$ cat config.mk
export PLATFORM = sky130hd
export DESIGN_NAME = systolic_feeder_flat
export DESIGN_NICKNAME = d
export VERILOG_FILES = /design/src/rtl/systolic_feeder_if.sv /design/src/rtl/systolic_feeder.sv /design/src/flat_wrapper.sv
export SDC_FILE = /design/constraint.sdc
export NUM_CORES = 1
export LEC_CHECK = 0
export ABC_AREA = 1
export BUFFER_PORTS_ARGS = -buffer_cell sky130_fd_sc_hd__buf_2
export CAP_MARGIN = 20
export CORE_MARGIN = 2
export CORE_UTILIZATION = 40
export CTS_CLUSTER_DIAMETER = 100
export CTS_CLUSTER_SIZE = 8
export DETAILED_ROUTE_END_ITERATION = 10
export PLACE_DENSITY = 0.58
export SETUP_SLACK_MARGIN = 0.2
export SLEW_MARGIN = 0
export SYNTH_ARGS = -nofsm -noshare
export SYNTH_HDL_FRONTEND = slang
export SYNTH_SLANG_ARGS = --single-unit
$ cat constraint.sdc
create_clock -name clk -period 5.5 [get_ports clk]
set_input_delay 0.55 -clock clk [delete_from_list [all_inputs] [get_ports clk]]
set_output_delay 0.55 -clock clk [all_outputs]
set_load 0.02 [all_outputs]
$ cat src/rtl/systolic_feeder_if.sv
// Load handshake and array-facing buses of the systolic feeder.
// The master side supplies operand beats; the slave side is the feeder itself.
interface systolic_feeder_if #(
    parameter int DATA_WIDTH = 8,
    parameter int N          = 4
);
    logic                    in_valid;
    logic                    in_ready;
    logic [N*DATA_WIDTH-1:0] in_a;
    logic [N*DATA_WIDTH-1:0] in_b;
    logic                    pe_clr;
    logic [N*DATA_WIDTH-1:0] a_row;
    logic [N*DATA_WIDTH-1:0] b_col;
    logic                    busy;
    logic                    done;

    modport master (
        output in_valid, in_a, in_b,
        input  in_ready, pe_clr, a_row, b_col, busy, done
    );

    modport slave (
        input  in_valid, in_a, in_b,
        output in_ready, pe_clr, a_row, b_col, busy, done
    );
endinterface

$ cat src/rtl/systolic_feeder.sv
// Buffers one A and one B matrix, then streams them diagonally skewed and
// zero-padded into an NxN systolic array, framed by a clear pulse and a done strobe.
module systolic_feeder #(
    parameter int DATA_WIDTH = 8,
    parameter int N          = 4
) (
    input  logic               clk,
    input  logic               rst_n,
    systolic_feeder_if.slave   bus
);
    localparam int KW = $clog2(N + 1);
    localparam int TW = $clog2(3 * N - 1);
    localparam int LW = N * DATA_WIDTH;
    localparam logic [KW-1:0] K_LAST = KW'(N - 1);
    localparam logic [TW-1:0] T_LAST = TW'(3 * N - 3);

    typedef enum logic [1:0] {LOAD, CLEAR, FEED, DONE} state_t;

    state_t          r_state, w_state_nxt;
    logic [KW-1:0]   r_k, w_k_nxt;
    logic [TW-1:0]   r_t, w_t_nxt;
    logic            w_accept;

    logic [DATA_WIDTH-1:0] r_a [N][N];
    logic [DATA_WIDTH-1:0] r_b [N][N];

    logic            r_in_ready, r_pe_clr, r_busy, r_done;
    logic [LW-1:0]   r_a_row, r_b_col;
    logic [LW-1:0]   w_a_skew, w_b_skew;

    assign w_accept = (r_state == LOAD) && bus.in_valid;

    always_ff @(posedge clk or negedge rst_n) begin
        if (!rst_n) begin
            r_state <= LOAD;
            r_k     <= '0;
            r_t     <= '0;
        end else begin
            r_state <= w_state_nxt;
            r_k     <= w_k_nxt;
            r_t     <= w_t_nxt;
        end
    end

    always_comb begin
        w_state_nxt = r_state;
        w_k_nxt     = r_k;
        w_t_nxt     = r_t;
        case (r_state)
            LOAD: begin
                if (bus.in_valid) begin
                    if (r_k == K_LAST) begin
                        w_state_nxt = CLEAR;
                        w_k_nxt     = '0;
                    end else begin
                        w_k_nxt = r_k + 1'b1;
                    end
                end
            end
            CLEAR: begin
                w_state_nxt = FEED;
                w_t_nxt     = '0;
            end
            FEED: begin
                if (r_t == T_LAST) w_state_nxt = DONE;
                else               w_t_nxt     = r_t + 1'b1;
            end
            DONE: begin
                w_state_nxt = LOAD;
                w_k_nxt     = '0;
            end
            default: w_state_nxt = LOAD;
        endcase
    end

    // Beat k carries column k of A and row k of B.
    always_ff @(posedge clk) begin
        if (w_accept) begin
            for (int kk = 0; kk < N; kk++) begin
                if (r_k == KW'(kk)) begin
                    for (int i = 0; i < N; i++) begin
                        r_a[i][kk] <= bus.in_a[i*DATA_WIDTH +: DATA_WIDTH];
                        r_b[kk][i] <= bus.in_b[i*DATA_WIDTH +: DATA_WIDTH];
                    end
                end
            end
        end
    end

    // Lane i of a carries A[i][t-i]; lane j of b carries B[t-j][j]; zero outside the diagonal band.
    always_comb begin
        w_a_skew = '0;
        w_b_skew = '0;
        for (int i = 0; i < N; i++) begin
            for (int kk = 0; kk < N; kk++) begin
                if (int'(w_t_nxt) == i + kk) begin
                    w_a_skew[i*DATA_WIDTH +: DATA_WIDTH] = r_a[i][kk];
                    w_b_skew[i*DATA_WIDTH +: DATA_WIDTH] = r_b[kk][i];
                end
            end
        end
    end

    // Outputs are registered from the next state so they line up with the state they describe.
    always_ff @(posedge clk or negedge rst_n) begin
        if (!rst_n) begin
            r_in_ready <= 1'b1;
            r_pe_clr   <= 1'b0;
            r_busy     <= 1'b0;
            r_done     <= 1'b0;
            r_a_row    <= '0;
            r_b_col    <= '0;
        end else begin
            r_in_ready <= (w_state_nxt == LOAD);
            r_pe_clr   <= (w_state_nxt == CLEAR);
            r_busy     <= (w_state_nxt != LOAD);
            r_done     <= (w_state_nxt == DONE);
            r_a_row    <= (w_state_nxt == FEED) ? w_a_skew : '0;
            r_b_col    <= (w_state_nxt == FEED) ? w_b_skew : '0;
        end
    end

    assign bus.in_ready = r_in_ready;
    assign bus.pe_clr   = r_pe_clr;
    assign bus.busy     = r_busy;
    assign bus.done     = r_done;
    assign bus.a_row    = r_a_row;
    assign bus.b_col    = r_b_col;
endmodule

$ cat src/flat_wrapper.sv
// flat-port wrapper written by rule: the top's interface ports become plain ports
module systolic_feeder_flat 
#(
    parameter int DATA_WIDTH = 8,
    parameter int N          = 4
)
  (clk, rst_n, bus_in_valid, bus_in_a, bus_in_b, bus_in_ready, bus_pe_clr, bus_a_row, bus_b_col, bus_busy, bus_done);
  systolic_feeder_if #(.DATA_WIDTH(DATA_WIDTH), .N(N)) bus_i ();
  input  logic clk;
  input  logic rst_n;
  input wire logic [$bits(bus_i.in_valid)-1:0] bus_in_valid;
  input wire logic [$bits(bus_i.in_a)-1:0] bus_in_a;
  input wire logic [$bits(bus_i.in_b)-1:0] bus_in_b;
  output wire logic [$bits(bus_i.in_ready)-1:0] bus_in_ready;
  output wire logic [$bits(bus_i.pe_clr)-1:0] bus_pe_clr;
  output wire logic [$bits(bus_i.a_row)-1:0] bus_a_row;
  output wire logic [$bits(bus_i.b_col)-1:0] bus_b_col;
  output wire logic [$bits(bus_i.busy)-1:0] bus_busy;
  output wire logic [$bits(bus_i.done)-1:0] bus_done;
  assign bus_i.in_valid = bus_in_valid;
  assign bus_i.in_a = bus_in_a;
  assign bus_i.in_b = bus_in_b;
  assign bus_in_ready = bus_i.in_ready;
  assign bus_pe_clr = bus_i.pe_clr;
  assign bus_a_row = bus_i.a_row;
  assign bus_b_col = bus_i.b_col;
  assign bus_busy = bus_i.busy;
  assign bus_done = bus_i.done;
  systolic_feeder #(.DATA_WIDTH(DATA_WIDTH), .N(N)) u_core (.clk(clk), .rst_n(rst_n), .bus(bus_i));
endmodule
# Word level (Yosys, flattened, before mapping)
# Memories as Yosys holds them, arrays and structs flattened.
# Index checks and enable logic that the tools add are counted.
totals:
  register_bits: 77
  latch_bits: 0
  ramBits: 256
  mem_bits_ro: 0
  input_bits: 67
  output_inout_bits: 68
  wordCells: 105
  mem_count: 2
memory_table:
  columns: ["name", "words", "word_bits", "rd", "rd_ports_with_merged_regs", "write_ports", "line", "rtl"]
  rows:
  - ["u_core.r_a", 4, 32, 4, 0, 4, "systolic_feeder.sv:24", "logic [DATA_WIDTH-1:0] r_a [N][N];"]
  - ["u_core.r_b", 4, 32, 4, 0, 1, "systolic_feeder.sv:25", "logic [DATA_WIDTH-1:0] r_b [N][N];"]
classes:
  add_sub_neg: 2
  n_mul: 0
  n_div: 0
  magnitude_cmp: 0
  n_eq_ne: 17
  shifts: 0
  muxes: 64
  bitwise: 0
  n_reduce_logical: 11
op_table:
  columns: ["operator", "n"]
  rows:
  - ["two-way mux 8 bit", 32]
  - ["two-way mux 32 bit", 5]
  - ["OR reduction 32 bit", 3]
  - ["== test 4 bit, second input constant", 4]
  - ["two-way mux 1 bit", 15]
  - ["two-way mux 2 bit", 6]
  - ["== test 2 bit, second input constant", 4]
  - ["== test 4 x 3 -> 1 bit, second input constant", 2]
  - ["case mux 2 bit (4 select lines)", 1]
  - ["case mux 4 bit (2 select lines)", 1]
  - ["== test 3 x 2 -> 1 bit, second input constant", 2]
  - ["two-way mux 3 bit", 2]
  - ["case mux 3 bit (2 select lines)", 1]
  - ["adder 4 x 1 -> 4 bit, second input constant", 1]
  - ["== test 2 x 1 -> 1 bit, second input constant", 2]
  - ["== test 4 x 2 -> 1 bit, second input constant", 1]
  - ["zero test 2 bit", 2]
  - ["zero test 4 bit", 1]
  - ["two-way mux 4 bit", 1]
  - ["nonzero test 2 bit", 2]
  - ["adder 3 x 1 -> 3 bit, second input constant", 1]
  - ["== test 3 x 1 -> 1 bit, second input constant", 1]
  - ["zero test 3 bit", 1]
  - ["!= test 2 bit, second input constant", 1]
  - ["other kinds (2)", 2]

# Longest topological paths before layout
# Gate-level depths: netlist of the first run.
logic_depth:
  ltp_word: 9
  ltp_mapped: 15
  ltp_nobuf: 12

# Worst setup path before layout of the first run
# OpenSTA, ideal clock, no wires.
synth_timing:
  path_kind: "flip-flop to flip-flop"
  from: "register u_core.r_state[0]"
  to: "memory u_core.r_a[0][24] (netlist bit) (enable)"
  setup_ns: 0.361
  arrival_time_ns: 4.661
  t_required_ns: 5.139
  path_slack_ns: 0.477
  stages_incl_launch_ff: 8
  path_buffers: 0
  synth_period_minus_slack_ns: 5.023
  cell_sequence: "dfrtp_1 inv_1 ha_1 nand2_1 nor2_1 nor2_1 inv_2 nor3_1"
synth_lines:
  columns: ["item", "line", "rtl"]
  rows:
  - ["start: declaration", "systolic_feeder.sv:19", "state_t r_state, w_state_nxt;"]
  - ["start signal: assignment", "systolic_feeder.sv:39", "r_state <= w_state_nxt;"]
  - ["end: declaration", "systolic_feeder.sv:24", null]

# Worst setup path in the final report of the first run
layout_timing:
  from: "register u_core.r_state[0]"
  to: "register u_core.r_b_col[28], in the netlist u_core.bus.b_col[28]"
layout_between:
  word_cells_on_any_way: 19
  classes_between: "8 x eq/ne; 10 x mux; 1 x reduce/logical"
layout_lines:
  columns: ["item", "line", "rtl"]
  rows:
  - ["== test 2 bit, or another cell as far along", "systolic_feeder.sv:49", "case (r_state)"]
  - ["case mux 2 bit (4 select lines) *", "systolic_feeder.sv:49", null]
  - ["net u_core.w_state_nxt[1]", "systolic_feeder.sv:19", null]
  - ["== test 2 bit *", "systolic_feeder.sv:119", "r_b_col <= (w_state_nxt == FEED) ? w_b_skew : '0;"]
  - ["two-way mux 32 bit *", "systolic_feeder.sv:119", null]
  - ["end signal: assignment", "systolic_feeder.sv:119", null]
  - ["end: declaration", "systolic_feeder.sv:28", "logic [LW-1:0] r_a_row, r_b_col;"]
# Mark *: on every way through the listed nets, which the timed path passes. The rest lies on a longest branch.
# A chain may end at the register's enable or synchronous reset.

==> impl_metrics.json, run 1 <==
{
  "utilization_pct": 48.6,
  "core_um2": 31700,
  "cts_tree": "done",
  "regArea_um2": 9620,
  "ys_seq_area_share_pct": 74.2,
  "clockBufferDepth": 3,
  "gp_congestion": 0.744,
  "wl_um": 29500,
  "worstPathRequired_ns": 5.91,
  "fin_setup_tns_ns": 0,
  "die-area_um2": 33900,
  "critPathTopFamily": "simple AND/OR/NAND/NOR gates",
  "antenna_found_initial": 3,
  "worstSetupPathType": "flip-flop to flip-flop",
  "drive_gt1_share_pct": 18.0,
  "grt_max_degree": 76,
  "hold_depth": 1,
  "cts_htree_levels": 2,
  "portBuffers": 134,
  "dr.pass1.iters": 5,
  "via_count": 8244,
  "drv_cap": 0,
  "fin_crit_ns": 3.48,
  "syn2layout_area_growth_pct": 18.8,
  "synth-seq-cells": 333,
  "max-vdd-ir-drop_v": 0.000450,
  "cp_num_buf_inv": 2,
  "grt_setup_unrepaired": "no",
  "synth_xor_area_share_pct": 0,
  "cpPeakStageDelay_ns": 0.78,
  "wire_per_inst_um": 17.8,
  "grt_pass1_wl_um": 46100,
  "synth_top_family_by_area": "simple AND/OR/NAND/NOR gates",
  "syn_area_per_cell_um2": 12.1,
  "syn-num-nets": 1149,
  "period_share_pct": 63.3,
  "maxSlewViolCount": 0,
  "startpoint_type": "flip-flop",
  "slew_headroom_pct": 30.8,
  "tightest_slew_ns": 1.04,
  "leakagePower_nw": 6.53,
  "fillers": 2807,
  "netlist_instances": 1073,
  "yosys_warnings": 0,
  "finalClockSkew_ns": 0.0113,
  "cp_max_fo": 31,
  "dp_hpwl_um": 16000,
  "multiInputGateArea_um2": 2910,
  "crit_path_top_delay_cell": "nand2_1",
  "fp.dieW_um": 184,
  "worstPathCellList": "inv_1, ha_1, inv_2, or2_1, nand2_1, nor2_4, nor2_4, nand2_1, o21ai_0, nor2_1",
  "synth_area_um2": 13000,
  "drt-vias-per-instance": 4.99,
  "final_cell_mix": "edfxtp_1 (256), nand3_1 (197), nor2_1 (187), nand2_1 (148), buf_2 (133)",
  "hold_path_class": "primary input to flip-flop",
  "start_util_pct": 40.9,
  "grt_usage_pct": 17.9,
  "cts-resized-gates": 0,
  "fin_cells": 1652,
  "rows": 65,
  "drt_iter0_markers": 530,
  "ant_nets": 0,
  "final_common_cell": "edfxtp_1",
  "placed_cells": 1562,
  "synthSimpleGateAreaFrac_pct": 18.3,
  "root_buffer": "clkbuf_16",
  "fin_nets": 1288,
  "worst_setup_path_end_kind": "flip-flop",
  "clkTransAtPathRegs_ns": 0.05,
  "status": "complete, no violations",
  "yosysUniqueCellTypes": 25,
  "drcViolationCount": 0,
  "setup_ws_ns": 2.02,
  "setup_violations": 0,
  "synth-adder-area-share_pct": 0.869,
  "gr-total-overflow": 0,
  "synth_compound_area_share_pct": 2.72,
  "grt_pass1_vias": 8392,
  "clock.fmax_mhz": 287,
  "clk_latency_ns": 0.54,
  "dpl_worst_slack_ns": 1.86,
  "power_mw": 10.0,
  "pin_count": 135,
  "finalHoldViolations": 0,
  "cp_data_arrival_time_ns": 3.90,
  "rr_worst_depth": 10,
  "fp.dieH_um": 184,
  "powerDensity_nw_per_um2": 652,
  "clock_sinks": 333,
  "worst-path-stages": 10,
  "synthMuxAreaShare_pct": 0,
  "cts_buffers": 47
}
per-stage QoR:
step	hold slack (ns)	cell area [um^2]
2_1_floorplan	0.254	13000
3_3_place_gp	0.420	14000
3_5_place_dp	0.427	14000
4_1_cts	0.180	15300
5_1_grt	0.186	15400
6_report	0.202	15400
sequential cells by signal (all words and copies together), names as in the netlist:
signal,flops
u_core.bus.a_row,32
u_core.r_state,2
u_core.bus.done,1
u_core.r_b,128
u_core.bus.in_ready,1
u_core.r_t,4
u_core.r_k,3
u_core.r_a,128
u_core.bus.pe_clr,1
u_core.bus.busy,1
u_core.bus.b_col,32
layer usage:
metal	routed length, um	track usage [%]	part of all wire, %	vias to the layer above
li1	-	-	-	3979
met1	12800	23.0	43	4027
met2	14600	30.6	49	180
met3	1380	3.41	4.7	54
met4	709	5.73	2.4	4
met5	21	0	0.071	-
synth_stat cells:
library cell | number | area [um^2]
nand2_1 | 148 | 556
inv_1 | 40 | 150
inv_2 | 5 | 18.8
nand3_1 | 197 | 986
nor2_2 | 2 | 12.5
ha_1 | 9 | 113
buf_6 | 7 | 78.8
o21ai_0 | 67 | 335
nor2_1 | 195 | 732
nand4_1 | 2 | 12.5
buf_2 | 22 | 110
o21bai_1 | 1 | 7.51
edfxtp_1 | 256 | 7690
a21oi_1 | 2 | 10.0
dfstp_2 | 1 | 26.3
clkbuf_1 | 24 | 90.1
dfrtp_1 | 76 | 1900
buf_1 | 5 | 18.8
buf_4 | 5 | 37.5
or2_1 | 1 | 6.26
or2_2 | 1 | 6.26
nand3b_1 | 1 | 7.51
nand3_2 | 2 | 20.0
nor3_1 | 1 | 5.00
nor2_4 | 3 | 33.8
cells by family (layout without fill, tap and decap cells):
group                    Yosys count  after routing
other                              0              1
adder cells (fa/ha/maj)            9              9
AO/OA/AOI/OAI                     70             70
AND/OR/NAND/NOR                  553            553
flip-flops                       333            333
buffers and inverters            108            284
path summary, 6_finish.rpt:
path / startpoint / endpoint / slack (ns)
max: u_core.r_state[0]$_DFF_PN0_ / u_core.bus.b_col[28]$_DFF_PN0_ / 2.02
min: bus_in_a[13] / u_core.r_a[1][5]$_DFFE_PP_ / 0.20
max reg2reg: u_core.r_state[0]$_DFF_PN0_ / u_core.bus.b_col[28]$_DFF_PN0_ / 2.02
min reg2reg: u_core.r_a[3][0]$_DFFE_PP_ / u_core.bus.a_row[24]$_DFF_PN0_ / 0.51
max in group asynchronous: rst_n / u_core.bus.b_col[17]$_DFF_PN0_ / 3.88
min in group asynchronous: rst_n / u_core.bus.a_row[7]$_DFF_PN0_ / 0.43
where the power goes:
group          internal (mW)  leakage [nW]  total (mW)  switching [mW]
Clock                   1.60         0.640        2.61            1.01
Combinational           1.12          2.52        4.10            2.98
Sequential              3.23          3.37        3.34           0.108
Total                   5.95          6.53        10.0            4.10
final cells by class:
class	instances	share of cell area, %
tap	402	3.27
multi-input combinational	632	18.9
antenna	1	0.0162
sequential	333	62.4
clock buffer	83	8.51
timing repair buffer	153	5.57
clock inverter	3	0.219
inverter	45	1.10
timing repair:
action	CTS	global route
hold buffers	1	0
hold endpoints to repair	15	0
buffers inserted	0	0
Power figures use the tool's default switching activity.
==> run 2, diff against run 1 <==
Clock period 5.5 ns to 3.4 ns, I/O delays scaled along.
==> run 2 against run 1 <==
Compared with the run above: routed wire length grew 3.3%; cell count rose by 1.8%; core utilization grew 0.93 points; register-to-register slack lost 1.4 ns; critical path type unchanged.
==> impl_metrics.json, run 2 (synthesized netlist as in run 1, its figures left out) <==
{
  "swShare_pct": 40.9,
  "hold_path_class": "primary input to flip-flop",
  "gp_congestion": 0.768,
  "worst_setup_path_end_kind": "flip-flop",
  "final_common_cell": "edfxtp_1",
  "p_clk_share_pct": 25.5,
  "setup_violations": 0,
  "fp.dieH_um": 184,
  "clock.fmax_mhz": 365,
  "syn2layout_area_growth_pct": 21.1,
  "regArea_um2": 9620,
  "grt_usage_pct": 18.4,
  "fin_crit_ns": 2.74,
  "fillers": 2823,
  "ant_nets": 0,
  "grt_pass1_vias": 8633,
  "max-vdd-ir-drop_v": 0.000520,
  "powerDensity_nw_per_um2": 1060,
  "grt_max_degree": 69,
  "period_share_pct": 80.5,
  "cp-startpoint": "u_core.r_state[0]$_DFF_PN0_",
  "rows": 65,
  "finalHoldViolations": 0,
  "antenna_found_initial": 2,
  "reg.largest.list": "u_core.r_a x128, u_core.r_b x128",
  "power_frac_seq_pct": 32.4,
  "root_buffer": "clkbuf_16",
  "drcViolationCount": 0,
  "drt_iter0_markers": 534,
  "cts-resized-gates": 0,
  "clk_latency_ns": 0.54,
  "multiInputGateArea_um2": 2910,
  "grt_pass1_wl_um": 47600,
  "pin_count": 135,
  "postCtsSetupBuffers": 0,
  "wl_um": 30400,
  "reg2reg_from": "u_core.r_state[0]$_DFF_PN0_",
  "via_count": 8469,
  "reg2reg_to": "u_core.bus.b_col[10]$_DFF_PN0_",
  "cp_data_arrival_time_ns": 3.16,
  "core_um2": 31700,
  "drt-vias-per-instance": 5.04,
  "worstSetupPathType": "flip-flop to flip-flop",
  "worstPathRequired_ns": 3.82,
  "cp_max_fo": 28,
  "start_util_pct": 40.9,
  "drive_gt1_share_pct": 18.6,
  "r2r_slack_ns": 0.66,
  "cts_tree": "done",
  "rr_worst_depth": 11,
  "dp_hpwl_um": 17000,
  "dr.pass1.iters": 5,
  "clock_sinks": 333,
  "cts_hold_buffers": 17,
  "cts_htree_levels": 2,
  "fin_setup_tns_ns": 0,
  "status": "complete, no violations",
  "fin_nets": 1317,
  "drv_cap": 0,
  "clockBufferDepth": 3,
  "maxSlewViolCount": 0,
  "wire_per_inst_um": 18.1,
  "tightest_slew_ns": 1.03,
  "hold_depth": 1,
  "slew_headroom_pct": 31.6,
  "crit_path_end": "u_core.bus.b_col[10]$_DFF_PN0_",
  "portBuffers": 134,
  "grt_setup_unrepaired": "no",
  "final_cell_mix": "edfxtp_1 (256), nand3_1 (197), nor2_1 (187), nand2_1 (148), buf_2 (133)",
  "startpoint_type": "flip-flop",
  "cts_buffers": 47,
  "p_switching_mw": 6.82,
  "p_int_mw": 9.87,
  "clkTransAtPathRegs_ns": 0.05,
  "p_comb_share_pct": 42.2,
  "finalClockSkew_ns": 0.0130,
  "fin_hold_ws_ns": 0.0192,
  "gr-total-overflow": 0,
  "die-area_um2": 33900,
  "fp.dieW_um": 184,
  "leakagePower_nw": 6.66
}
[run 2: cell types whose count changed in the layout (fill, tap and decap cells not counted), moves of 2 or more]
cell and change:
buf_12 +5, buf_16 -2, buf_4 +10, dlygate4sd3_1 +16
[run 2: worst min-delay path by stage]
stage,startpoint,to
global placement,u_core.r_b[1][49]$_DFFE_PP_,u_core.bus.b_col[9]$_DFF_PN0_
floorplan,rst_n,u_core.bus.a_row[0]$_DFF_PN0_
finish,bus_in_a[19],u_core.r_a[2][19]$_DFFE_PP_
detailed placement,rst_n,u_core.bus.a_row[7]$_DFF_PN0_
global route,bus_in_a[4],u_core.r_a[0][12]$_DFFE_PP_
CTS,bus_in_a[4],u_core.r_a[0][12]$_DFFE_PP_
[run 2: power groups by stage]
| stage | Clock (mW) | Combinational, mW | Sequential, mW |
|---|---|---|---|
| floorplan | 0 | 4.53 | 5.66 |
| global route | 4.51 | 7.92 | 5.45 |
| global placement | 0 | 6.97 | 5.47 |
| CTS | 4.33 | 7.16 | 5.41 |
| detailed placement | 0 | 7.10 | 5.47 |
| finish | 4.25 | 7.04 | 5.40 |
[run 2: final cells by class]
| type | instances | share of cell area (%) |
|---|---|---|
| tap | 402 | 3.20 |
| sequential | 333 | 61.3 |
| clock buffer | 83 | 8.42 |
| clock inverter | 2 | 0.183 |
| inverter | 45 | 1.08 |
| timing repair buffer | 182 | 7.25 |
| multi-input combinational | 632 | 18.6 |
| antenna | 2 | 0.0319 |
[run 2: stage by stage]
| stage | power, mW | setup WS [ns] | utilization [%] | instances | cell area, um^2 |
|---|---|---|---|---|---|
| after floorplan | 10.2 | 0.243 | - | 1073 | 13000 |
| after global placement | 12.4 | 0.753 | 44.7 | 1577 | 14200 |
| after detailed placement | 12.6 | 0.689 | 44.7 | 1577 | 14200 |
| after CTS | 16.9 | 0.665 | 49.5 | 1679 | 15700 |
| after global routing | 17.9 | 0.474 | 49.5 | 1680 | 15700 |
| final | 16.7 | 0.663 | 49.5 | 1681 | 15700 |
[run 2: layer usage]
metal,GRT usage [%],wire length [um],vias up
li1,-,-,4043
met1,23.9,13300,4165
met2,31.6,15100,208
met3,2.95,1420,53
met4,5.73,591,0
met5,0,0,-
[run 2: worst max-delay path, stage by stage (launching register included)]
cell and delay [ns]:
dfrtp_1 0.35, inv_1 0.08, ha_1 0.47, inv_2 0.10
or2_1 0.28, nand3_1 0.24, nand2_1 0.10, inv_2 0.24
nand2_1 0.18, buf_4 0.27, o21ai_0 0.21, nor2_1 0.07
==> run 3, diff against run 2 <==
Clock period 3.4 ns to 2.7 ns, I/O delays scaled along.
==> run 3 against run 2 <==
Compared with the run above: clock skew increased by 0.012 ns; core utilization rose by 2.3 points; largest cell class unchanged; first-iteration DRC count increased by 27%; critical path type unchanged; sequential power grew 26%; largest power group unchanged.
==> impl_metrics.json, run 3 (synthesized netlist as in run 1, its figures left out) <==
{
  "status": "complete, no violations",
  "drv_cap": 0,
  "rows": 65,
  "wire_per_inst_um": 17.4,
  "clkTransAtPathRegs_ns": 0.05,
  "pin_count": 135,
  "tightest_slew_ns": 0.780,
  "worstSetupPathType": "flip-flop to flip-flop",
  "grt_max_degree": 55,
  "reg.largest.list": "u_core.r_a x128, u_core.r_b x128",
  "grt_setup_unrepaired": "no",
  "grt_usage_pct": 18.0,
  "clk_latency_ns": 0.54,
  "clockBufferDepth": 3,
  "drt-vias-per-instance": 5.01,
  "fp.dieW_um": 184,
  "gr-total-overflow": 0,
  "ant_nets": 0,
  "fin_crit_ns": 2.30,
  "clock_sinks": 333,
  "p_switching_mw": 8.62,
  "syn2layout_area_growth_pct": 26.7,
  "portBuffers": 134,
  "p_clk_share_pct": 25.0,
  "fp.dieH_um": 184,
  "startpoint_type": "flip-flop",
  "antenna_found_initial": 1,
  "cts_tree": "done",
  "fin_setup_tns_ns": 0,
  "wl_um": 30300,
  "final_cell_mix": "edfxtp_1 (256), nand3_1 (196), nor2_1 (187), nand2_1 (146), buf_2 (133)",
  "post_dp_cell_area_um2": 14300,
  "p_comb_share_pct": 43.5,
  "power_mw": 21.6,
  "setup_violations": 0,
  "max-vdd-ir-drop_v": 0.00104,
  "powerDensity_nw_per_um2": 1310,
  "grt_pass1_vias": 8690,
  "start_util_pct": 40.9,
  "grt_pass1_wl_um": 47200,
  "gp_congestion": 0.778,
  "final_common_cell": "edfxtp_1",
  "hold_path_class": "primary input to flip-flop",
  "finalClockSkew_ns": 0.0249,
  "utilization_pct": 51.8,
  "slew_headroom_pct": 48.0,
  "cts_buffers": 47,
  "die-area_um2": 33900,
  "final_cell_area_um2": 16400,
  "root_buffer": "clkbuf_16",
  "via_count": 8719,
  "core_um2": 31700,
  "swShare_pct": 40.0,
  "fin_nets": 1374,
  "drt_iter0_markers": 676,
  "clock.fmax_mhz": 435,
  "leakagePower_nw": 6.98,
  "cp_data_arrival_time_ns": 2.70,
  "p_int_mw": 12.9,
  "cts_htree_levels": 2,
  "period_share_pct": 85.2,
  "power_frac_seq_pct": 31.5,
  "cp_max_fo": 32,
  "drcViolationCount": 0,
  "worst_setup_path_end_kind": "flip-flop",
  "dr.pass1.iters": 5,
  "drive_gt1_share_pct": 18.9,
  "worstPathRequired_ns": 3.10,
  "finalHoldViolations": 0,
  "setup_ws_ns": 0.399,
  "dpl_worst_slack_ns": 0.277,
  "dp_hpwl_um": 17400,
  "maxSlewViolCount": 0
}
-- run 3: changes by cell type in the layout (fill, tap and decap cells not counted), sizes merged --
cell and change:
buf +8, dlygate4sd3 +48, clkinv +1, inv -1, clkbuf +3
-- run 3: final timing paths --
| kind | depth (start not counted) | endpoint | from | slack, ns |
|---|---|---|---|---|
| min reg2reg | 2 | u_core.bus.a_row[14]$_DFF_PN0_ | u_core.r_a[1][6]$_DFFE_PP_ | 0.51 |
| max | 10 | u_core.bus.a_row[0]$_DFF_PN0_ | u_core.r_state[0]$_DFF_PN0_ | 0.40 |
| max in group asynchronous | 3 | u_core.bus.a_row[27]$_DFF_PN0_ | rst_n | 1.58 |
| min | 5 | u_core.r_state[0]$_DFF_PN0_ | bus_in_valid | 0.27 |
| max reg2reg | 10 | u_core.bus.a_row[0]$_DFF_PN0_ | u_core.r_state[0]$_DFF_PN0_ | 0.40 |
| min in group asynchronous | 2 | u_core.bus.a_row[7]$_DFF_PN0_ | rst_n | 0.34 |
-- run 3: power groups by stage --
stage                     Clock, mW  Sequential, mW  Combinational, mW
after floorplan                   0            7.12               5.76
after global placement            0            6.88               9.06
after global routing           5.74            6.86               10.5
after CTS                      5.50            6.80               9.33
final                          5.39            6.80               9.37
after detailed placement          0            6.89               9.22
-- run 3: timing repair --
item / CTS / global route
hold buffers: 65 / 0
endpoints found under the hold margin: 246 / 0
setup endpoints to repair: 0 / 55
buffers inserted: 0 / 2
resized for setup: 0 / 5
-- run 3: per-stage QoR --
step / hold WS, ns / std cells
2_1_floorplan: -0.0256 / 1073
3_3_place_gp: 0.384 / 1583
3_5_place_dp: 0.394 / 1583
4_1_cts: 0.247 / 1735
5_1_grt: 0.309 / 1738
6_report: 0.265 / 1740
-- run 3: per-layer routing --
| layer | routed length, um | GRT usage [%] |
|---|---|---|
| met5 | 0 | 0 |
| met3 | 1600 | 2.91 |
| met2 | 14500 | 30.2 |
| met4 | 701 | 5.38 |
| met1 | 13500 | 24.2 |
-- run 3: cell type report --
class	count	area, um^2
Antenna cell	2	5.00
Tap cell	402	503
Fill cell	2740	15300
Sequential cell	333	9620
Timing Repair Buffer	239	1810
Clock inverter	2	25.0
Inverter	45	171
Multi-Input combinational cell	632	2950
Clock buffer	85	1350
-- run 3: worst max-delay path: stages, from the launching register on --
cell     delay (ns)
dfrtp_1        0.39
inv_1          0.16
ha_4           0.26
inv_2          0.09
or2_1          0.19
nand3_2        0.21
nor2_4         0.31
nand2_1        0.14
buf_12         0.19
o21ai_0        0.15
nor2_1         0.07
